[src/rtl/io_bus_arbiter_pkg.sv]
// Shared definitions for the IO bus arbiter: core count, requester count,
// FSM state encoding and the captured-transaction record.
package io_bus_arbiter_pkg;

   localparam int NUM_IO_CORES   = 4;
   localparam int IO_ARB_NUM_REQ = 2;

   typedef enum logic [1:0] {
      IDLE    = 2'd0,
      ISSUE   = 2'd1,
      RD_WAIT = 2'd2
   } io_arb_state_t;

   typedef struct packed {
      logic                    wr;
      logic [NUM_IO_CORES-1:0] cs;
      logic [31:0]             address;
      logic [31:0]             wr_data;
   } io_arb_txn_t;

   function automatic logic cs_is_onehot(input logic [NUM_IO_CORES-1:0] cs);
      return (cs != '0) && ((cs & (cs - NUM_IO_CORES'(1))) == '0);
   endfunction

endpackage

[src/rtl/io_arb_rr_picker.sv]
// Combinational 2-way round-robin select: a lone requester wins outright,
// a tie goes to the requester that was not granted last.
module io_arb_rr_picker
   import io_bus_arbiter_pkg::*;
(
   input  logic [IO_ARB_NUM_REQ-1:0] req,
   input  logic                      last_grant,
   output logic                      valid,
   output logic                      winner
);

   always_comb begin
      valid  = |req;
      winner = 1'b0;
      if (req[0] && req[1]) begin
         winner = ~last_grant;
      end else begin
         winner = req[1];
      end
   end

endmodule

[src/rtl/io_bus_arbiter.sv]
// Two-requester round-robin arbiter driving a single-outstanding IO bus.
// Build option IO_ARB_CS_CHECK_EN: non-one-hot core selects are granted with mN_err and never reach the bus.
module io_bus_arbiter
   import io_bus_arbiter_pkg::*;
(
   input  logic                    clk,
   input  logic                    rst,
   input  logic                    m0_req,
   input  logic                    m0_wr,
   input  logic [NUM_IO_CORES-1:0] m0_cs,
   input  logic [31:0]             m0_address,
   input  logic [31:0]             m0_wr_data,
   output logic                    m0_gnt,
   output logic                    m0_rd_valid,
   output logic [31:0]             m0_rd_data,
   input  logic                    m1_req,
   input  logic                    m1_wr,
   input  logic [NUM_IO_CORES-1:0] m1_cs,
   input  logic [31:0]             m1_address,
   input  logic [31:0]             m1_wr_data,
   output logic                    m1_gnt,
   output logic                    m1_rd_valid,
   output logic [31:0]             m1_rd_data,
`ifdef IO_ARB_CS_CHECK_EN
   output logic                    m0_err,
   output logic                    m1_err,
`endif
   output logic                    io_bus_m_rd_en,
   output logic                    io_bus_m_wr_en,
   output logic [NUM_IO_CORES-1:0] io_bus_m_cs,
   output logic [31:0]             io_bus_m_address,
   output logic [31:0]             io_bus_m_wr_data,
   input  logic [31:0]             io_bus_m_rd_data
);

   io_arb_state_t             state_q, state_d;
   logic                      last_grant_q;
   logic                      winner_q;
   io_arb_txn_t               txn_q;
   io_arb_txn_t               req_txn [IO_ARB_NUM_REQ];
   logic [IO_ARB_NUM_REQ-1:0] req_vec;
   logic [IO_ARB_NUM_REQ-1:0] gnt;
   logic [IO_ARB_NUM_REQ-1:0] rd_valid_q;
   logic [31:0]               rd_data_q [IO_ARB_NUM_REQ];
   logic                      pick_valid;
   logic                      pick_winner;
   logic                      cs_ok;
   logic                      bus_rd_en;
   logic                      bus_wr_en;
   logic [NUM_IO_CORES-1:0]   bus_cs;

   assign req_vec    = {m1_req, m0_req};
   assign req_txn[0] = '{wr: m0_wr, cs: m0_cs, address: m0_address, wr_data: m0_wr_data};
   assign req_txn[1] = '{wr: m1_wr, cs: m1_cs, address: m1_address, wr_data: m1_wr_data};

   io_arb_rr_picker u_picker (
      .req        (req_vec),
      .last_grant (last_grant_q),
      .valid      (pick_valid),
      .winner     (pick_winner)
   );

`ifdef IO_ARB_CS_CHECK_EN
   assign cs_ok = cs_is_onehot(txn_q.cs);
`else
   assign cs_ok = 1'b1;
`endif

   always_ff @(posedge clk) begin
      if (rst) begin
         state_q <= IDLE;
      end else begin
         state_q <= state_d;
      end
   end

   always_comb begin
      state_d = state_q;
      case (state_q)
         IDLE:    if (pick_valid) state_d = ISSUE;
         ISSUE:   state_d = txn_q.wr ? IDLE : RD_WAIT;
         RD_WAIT: state_d = IDLE;
         default: state_d = IDLE;
      endcase
   end

   // A rejected select still earns its grant, but the bus never sees it.
   always_comb begin
      gnt       = '0;
      bus_rd_en = 1'b0;
      bus_wr_en = 1'b0;
      bus_cs    = '0;
      if (state_q == ISSUE) begin
         gnt[winner_q] = 1'b1;
         if (cs_ok) begin
            bus_wr_en = txn_q.wr;
            bus_rd_en = ~txn_q.wr;
            bus_cs    = txn_q.cs;
         end
      end
   end

   always_ff @(posedge clk) begin
      if (rst) begin
         last_grant_q <= 1'b1;
         winner_q     <= 1'b0;
         txn_q        <= '0;
         rd_valid_q   <= '0;
         for (int i = 0; i < IO_ARB_NUM_REQ; i++) begin
            rd_data_q[i] <= '0;
         end
      end else begin
         rd_valid_q <= '0;
         if (state_q == IDLE && pick_valid) begin
            winner_q     <= pick_winner;
            last_grant_q <= pick_winner;
            txn_q        <= req_txn[pick_winner];
         end
         if (state_q == RD_WAIT) begin
            rd_valid_q[winner_q] <= 1'b1;
            rd_data_q[winner_q]  <= cs_ok ? io_bus_m_rd_data : 32'd0;
         end
      end
   end

   assign m0_gnt           = gnt[0];
   assign m1_gnt           = gnt[1];
   assign m0_rd_valid      = rd_valid_q[0];
   assign m1_rd_valid      = rd_valid_q[1];
   assign m0_rd_data       = rd_data_q[0];
   assign m1_rd_data       = rd_data_q[1];
`ifdef IO_ARB_CS_CHECK_EN
   assign m0_err           = gnt[0] & ~cs_ok;
   assign m1_err           = gnt[1] & ~cs_ok;
`endif
   assign io_bus_m_rd_en   = bus_rd_en;
   assign io_bus_m_wr_en   = bus_wr_en;
   assign io_bus_m_cs      = bus_cs;
   assign io_bus_m_address = txn_q.address;
   assign io_bus_m_wr_data = txn_q.wr_data;

endmodule

[config.mk]
export PLATFORM = sky130hd
export DESIGN_NAME = io_bus_arbiter
export DESIGN_NICKNAME = d
export VERILOG_FILES = /design/src/rtl/io_bus_arbiter_pkg.sv /design/src/rtl/io_arb_rr_picker.sv /design/src/rtl/io_bus_arbiter.sv
export SDC_FILE = /design/constraint.sdc
export NUM_CORES = 1
export LEC_CHECK = 0
export ABC_AREA = 1
export BUFFER_PORTS_ARGS = -buffer_cell sky130_fd_sc_hd__buf_2
export CAP_MARGIN = 20
export CORE_AREA = 2 2 120 122
export CTS_CLUSTER_SIZE = 8
export DETAILED_ROUTE_END_ITERATION = 12
export DIE_AREA = 0 0 122 124
export GPL_TIMING_DRIVEN = 0
export PLACE_DENSITY = 0.92
export SLEW_MARGIN = 25
export SYNTH_ARGS = -nofsm -noshare
export SYNTH_HDL_FRONTEND = slang
export SYNTH_HIERARCHICAL = 1
export SYNTH_SLANG_ARGS = --single-unit
[constraint.sdc]
create_clock -name clk -period 5.6 [get_ports clk]
set_input_delay 1.4 -clock clk [delete_from_list [all_inputs] [get_ports clk]]
set_output_delay 1.4 -clock clk [all_outputs]
set_load 0.005 [all_outputs]
# After elaboration in Yosys (flattened, before gate mapping)
# Memory sizes are Yosys's and may differ from the RTL's.
# Cells that the tools add are included.
[op_classes]
n_lt_le_gt_ge = 3
n_eq_ne = 3
mux = 21
bitwise = 4
n_reduce_logical = 7
[ops]
columns = ["operator", "count"]
rows = [
  ["69-bit 2-to-1 mux", 3],
  ["32-bit 2-to-1 mux", 1],
  ["32-bit OR reduction", 1],
  ["1-bit 2-to-1 mux", 11],
  ["2-bit 2-to-1 mux", 3],
  ["4-bit 2-to-1 mux", 1],
  ["2-bit one-hot mux with 2 select lines", 1],
  ["2-bit OR reduction", 2],
  ["1-bit logical AND", 3],
  ["1-bit NOT", 3],
  ["2-bit by 1-bit equality test with 1-bit output, second input constant", 1],
  ["2-bit equality test, second input constant", 1],
  ["2-bit >= comparator, second input constant", 1],
  ["2-bit zero test", 1],
  ["1-bit by 2-bit < comparator with 1-bit output, second input constant", 1],
  ["2-bit inequality test, second input constant", 1],
  ["1-bit NOT with 2-bit output", 1],
  ["1-bit demux with 1-bit select", 1],
  ["1-bit >= comparator, second input constant", 1],
]
[word_totals]
ff_bits = 75
mem_bits_rw = 64
inputBits = 174
n_memories = 1
[memory_table]
columns = ["name", "words", "width", "rd", "rd_clocked_by_memory_dff", "wr", "line", "source"]
rows = [
  ["rd_data_q", 2, 32, 2, 0, 2, "io_bus_arbiter.sv:44", "logic [31:0] rd_data_q [IO_ARB_NUM_REQ];"],
]

# Longest topological paths before layout
[logic_depth]
word_depth = 6
ltp_mapped = 9

# Modules after synthesis
# Netlist, hierarchy kept.
[modules_own_cells]
columns = ["mod", "n_inst", "cells_each", "area_per_inst_um2", "seq_area_each_um2"]
rows = [
  ["io_bus_arbiter", 1, 923, 6777.8, 3423.3],
  ["io_arb_rr_picker", 1, 3, 15.0, 0.0],
]

# Worst setup path before layout
# OpenSTA, ideal clock, no wires.
[synth_path]
path_kind = "input-to-reg"
startpoint = "in rst"
endpoint = "mem rd_data_q[0][0] (enable)"
arrival_time_ns = 2.638
setup_slack_ns = 2.573
path_stages = 6
path_buffers = 1
cell_sequence = "inv_2 nand3_2 nor2_2 inv_2 buf_2 nand2_1"
[synth_rtl]
columns = ["item", "line", "source"]
rows = [
  ["from (decl)", "io_bus_arbiter.sv:7", "input logic rst,"],
  ["to (decl)", "io_bus_arbiter.sv:44", ""],
]

# Worst setup path after layout
[layout_path]
startpoint = "reg state_q[0]"
endpoint = "out io_bus_m_cs[2]"
[layout_via]
elab_chain_len = 2
[layout_lines]
columns = ["item", "line", "source"]
rows = [
  ["from (decl)", "io_bus_arbiter.sv:36", "io_arb_state_t state_q, state_d;"],
  ["from (signal assigned)", "io_bus_arbiter.sv:73", "state_q <= state_d;"],
  ["2-bit by 1-bit equality test with 1-bit output", "io_bus_arbiter.sv:93", "if (state_q == ISSUE) begin"],
  ["4-bit 2-to-1 mux", "io_bus_arbiter.sv:93", ""],
  ["to (decl)", "io_bus_arbiter.sv:30", "output logic [NUM_IO_CORES-1:0] io_bus_m_cs,"],
]
# Every way passes these cells.

==> flow_metrics.py <==
metrics = {
    "cells_and_area": {
        "drive_above_1_share": 0.3475,
        "fin_area_um2": 9128,
        "area_growth_pct": 34.37,
        "antenna_cells": 0,
        "nets": 1430,
    },
    "route": {
        "drt-wirelength-per-cell_um": 12.40,
        "drc_errors": 0,
        "first_pass_iters": 4,
        "ant_nets": 0,
        "initialDrtViolationCount": 384,
        "routed_wl_mm": 17.97,
        "viasPerCell": 4.486,
        "vias": 6500,
    },
    "sta": {
        "maxSlewViolCount": 0,
        "tns_ns": 0,
        "tightest_slew_ns": 0.7857,
        "slew_headroom": 0.4744,
        "hold_viol": 0,
        "postLayoutSetupSlackWorst_ns": 2.493,
        "fmax_mhz": 321.8,
        "rsz0062_at_grt": "false",
        "setup-violations-final": 0,
        "fin_crit_sh": 0.5549,
        "finClkSkew_ns": 0.006154,
        "hold_ws_ns": 0.4907,
        "fin_crit_ns": 3.107,
    },
    "place": {
        "gp_congestion": 0.8577,
        "io_buffers": 311,
        "dpl.hpwl_mm": 13.97,
        "pre_cts_ws_ns": 2.239,
        "dpl_cell_area_um2": 8579,
    },
    "floorplan": {
        "ios": 312,
        "core_um2": 13720,
        "die_area_um2": 15130,
        "die_y_um": 124,
        "die_w_um": 122,
        "initial_core_util": 0.4951,
        "num_rows": 43,
    },
    "critical_path": {
        "worst_setup_path_end_kind": "output pin",
        "cp_top_family": "simple AND/OR/NAND/NOR gates",
        "cpPeakStageDelay_ns": 0.34,
        "cp_data_required_time_ns": 4.20,
        "cp_cell_sequence": "inv_1 -> or2_2 -> clkbuf_1 -> nor2_1 -> buf_2",
        "path_buf_inv": 3,
        "r2r_end": "rd_data_q[0][27]",
        "critPathMaxFanout": 9,
        "r2r-start": "state_q[1]",
        "worstRegToRegCells": 5,
        "slowest_stage": "dfxtp_1",
        "startpoint_type": "register",
        "arrival_ns": 1.71,
        "path_class": "register to output pin",
        "regToRegSetupSlack_ns": 3.70,
    },
    "synthesis": {
        "syn_nets": 1100,
        "ys_warn_count": 6,
        "synth_cell_types": 20,
        "synth_top_area_frac": 0.2829,
        "ys_seq_area_frac": 0.5040,
        "syn_avg_cell_area_um2": 7.336,
        "synthFlopType": "dfxtp_1",
        "syn-cell-area_um2": 6793,
        "synth_seq_cells": 139,
        "ys_top_cells_by_area": "edfxtp_1 28%, dfxtp_1 22%, nand2_1 12%, nor2_1 12%, inv_1 9.6%",
        "syn_inst": 926,
        "yosys.area.top_type": "edfxtp_1",
        "async_reset_ff_frac": 0,
        "synth_edf_count": 64,
        "ys_top_cells_by_count": "211 x nand2_1, 211 x nor2_1, 173 x inv_1",
    },
    "worst_hold_path": {
        "hp-class": "register to register",
        "holdCritStartpoint": "last_grant_q",
        "hold-path-endpoint": "last_grant_q",
        "hold_path_depth": 2,
    },
    "run": {
        "maxCapViolCount": 0,
    },
    "clock_tree": {
        "htreeDepth": 4,
        "hold_buffers": 0,
        "cts_tree": "done",
        "cts_setup_buffers": 0,
        "cts.sinks": 139,
        "clk_pin_slew_worst_paths_ns": 0.06,
        "worstSkewPairLatency_ns": 0.41,
        "cts_max_path_buffers": 2,
        "cts_resized": 0,
        "cts-root-buf": "clkbuf_16",
        "cts-buffers-inserted": 17,
    },
    "global_route": {
        "grt_max_degree": 33,
        "antenna_found_initial": 1,
        "grt_pass1_wl_mm": 27.27,
        "grt_use_total": 0.2351,
        "grt_pass1_vias": 5772,
        "overflow": 0,
    },
    "pwr": {
        "p_per_area_nw_per_um2": 303.8,
        "fin_total_pwr_uw": 2773,
        "leakagePower_uw": 0.005176,
        "ir_drop_v": 0.0001744,
    },
    "outcome": {
        "status": "finished clean",
    },
}
## state kept, by name, indices dropped and copies added, names as in the netlist
| name | cells |
|---|---|
| io_bus_m_address | 32 |
| state_q | 2 |
| last_grant_q | 1 |
| winner_q | 1 |
| rd_data_q | 64 |
| rd_valid_q | 2 |
| txn_q | 5 |
| io_bus_m_wr_data | 32 |
## cell families (layout without fill, tap and decap cells)
logic type,count (synthesis),in the layout,share of synthesized area
DFF,139,139,0.5040
buffers and inverters,284,627,0.2013
and+or+nand+nor,432,432,0.2424
AOI/OAI and AO/OA,71,71,0.05231
## per-layer routing
layer | track usage | up-vias | wire, um
met2 | 0.4120 | 306 | 8780
met5 | 0 | - | 11
li1 | - | 3321 | -
met4 | 0.1214 | 2 | 652
met1 | 0.2618 | 2822 | 7044
met3 | 0.06502 | 49 | 1479
## worst max path at each step
stage          cells after the start        from  slack, ns                to
2_1_floorplan                      6         rst       2.57   rd_data_q[0][0]
3_3_place_gp                       7         rst       1.81  rd_data_q[0][24]
3_5_place_dp                       7         rst       2.24  rd_data_q[0][30]
4_1_cts                            5  state_q[0]       2.47    io_bus_m_cs[2]
5_1_grt                            5  state_q[0]       2.40    io_bus_m_cs[2]
6_report                           5  state_q[0]       2.49    io_bus_m_cs[2]
## per-stage QoR
step | cells | util
after floorplan | 926 | -
after global routing | 1449 | 0.6653
after detailed placement | 1417 | 0.6254
after CTS | 1449 | 0.6653
final | 1449 | 0.6653
after global placement | 1417 | 0.6250
## worst register-to-register path: cells and delay by family (launching register included)
family | cells | cell delay [ns]
buf+inv | 2 | 0.28
simple gates | 3 | 0.86
flops | 1 | 0.37
## report_power, final
| part | switching (uW) | total (uW) | internal, uW | leakage, uW |
|---|---|---|---|---|
| combinational | 282 | 537 | 255 | 0.00362 |
| sequential | 38.3 | 1190 | 1150 | 0.00129 |
| clock | 402 | 1050 | 649 | 0.000267 |
## placed cells by master (no fill, tap or decap)
cell type / netlist / layout
a21oi_1: 2 / 2
o21ai_0: 68 / 68
nor2_1: 211 / 211
nor2_2: 3 / 3
nand3_1: 2 / 2
inv_1: 173 / 173
nor3_1: 1 / 1
o21ai_1: 1 / 1
nand2_2: 1 / 3
dfxtp_1: 75 / 75
edfxtp_1: 64 / 64
clkbuf_16: 0 / 17
nand3_2: 1 / 1
buf_2: 25 / 336
clkinv_2: 0 / 4
bufinv_16: 0 / 2
clkinv_4: 0 / 1
or2_2: 1 / 1
buf_4: 66 / 66
or2_1: 1 / 1
buf_6: 3 / 3
nand2_1: 211 / 209
inv_2: 3 / 3
clkinvlp_4: 0 / 1
clkinv_1: 0 / 2
clkbuf_1: 14 / 19
## cell type report
type                       instances  area, um^2
multi-input combinational        503        2007
inverter                         176       660.6
fill                            1121        4592
clock inverter                    10       103.9
clock buffer                      22       444.2
sequential                       139        3423
buffer                           108       706.9
tap                              180       225.2
timing repair buffer             311        1556
(Power assumes the default switching activity.)
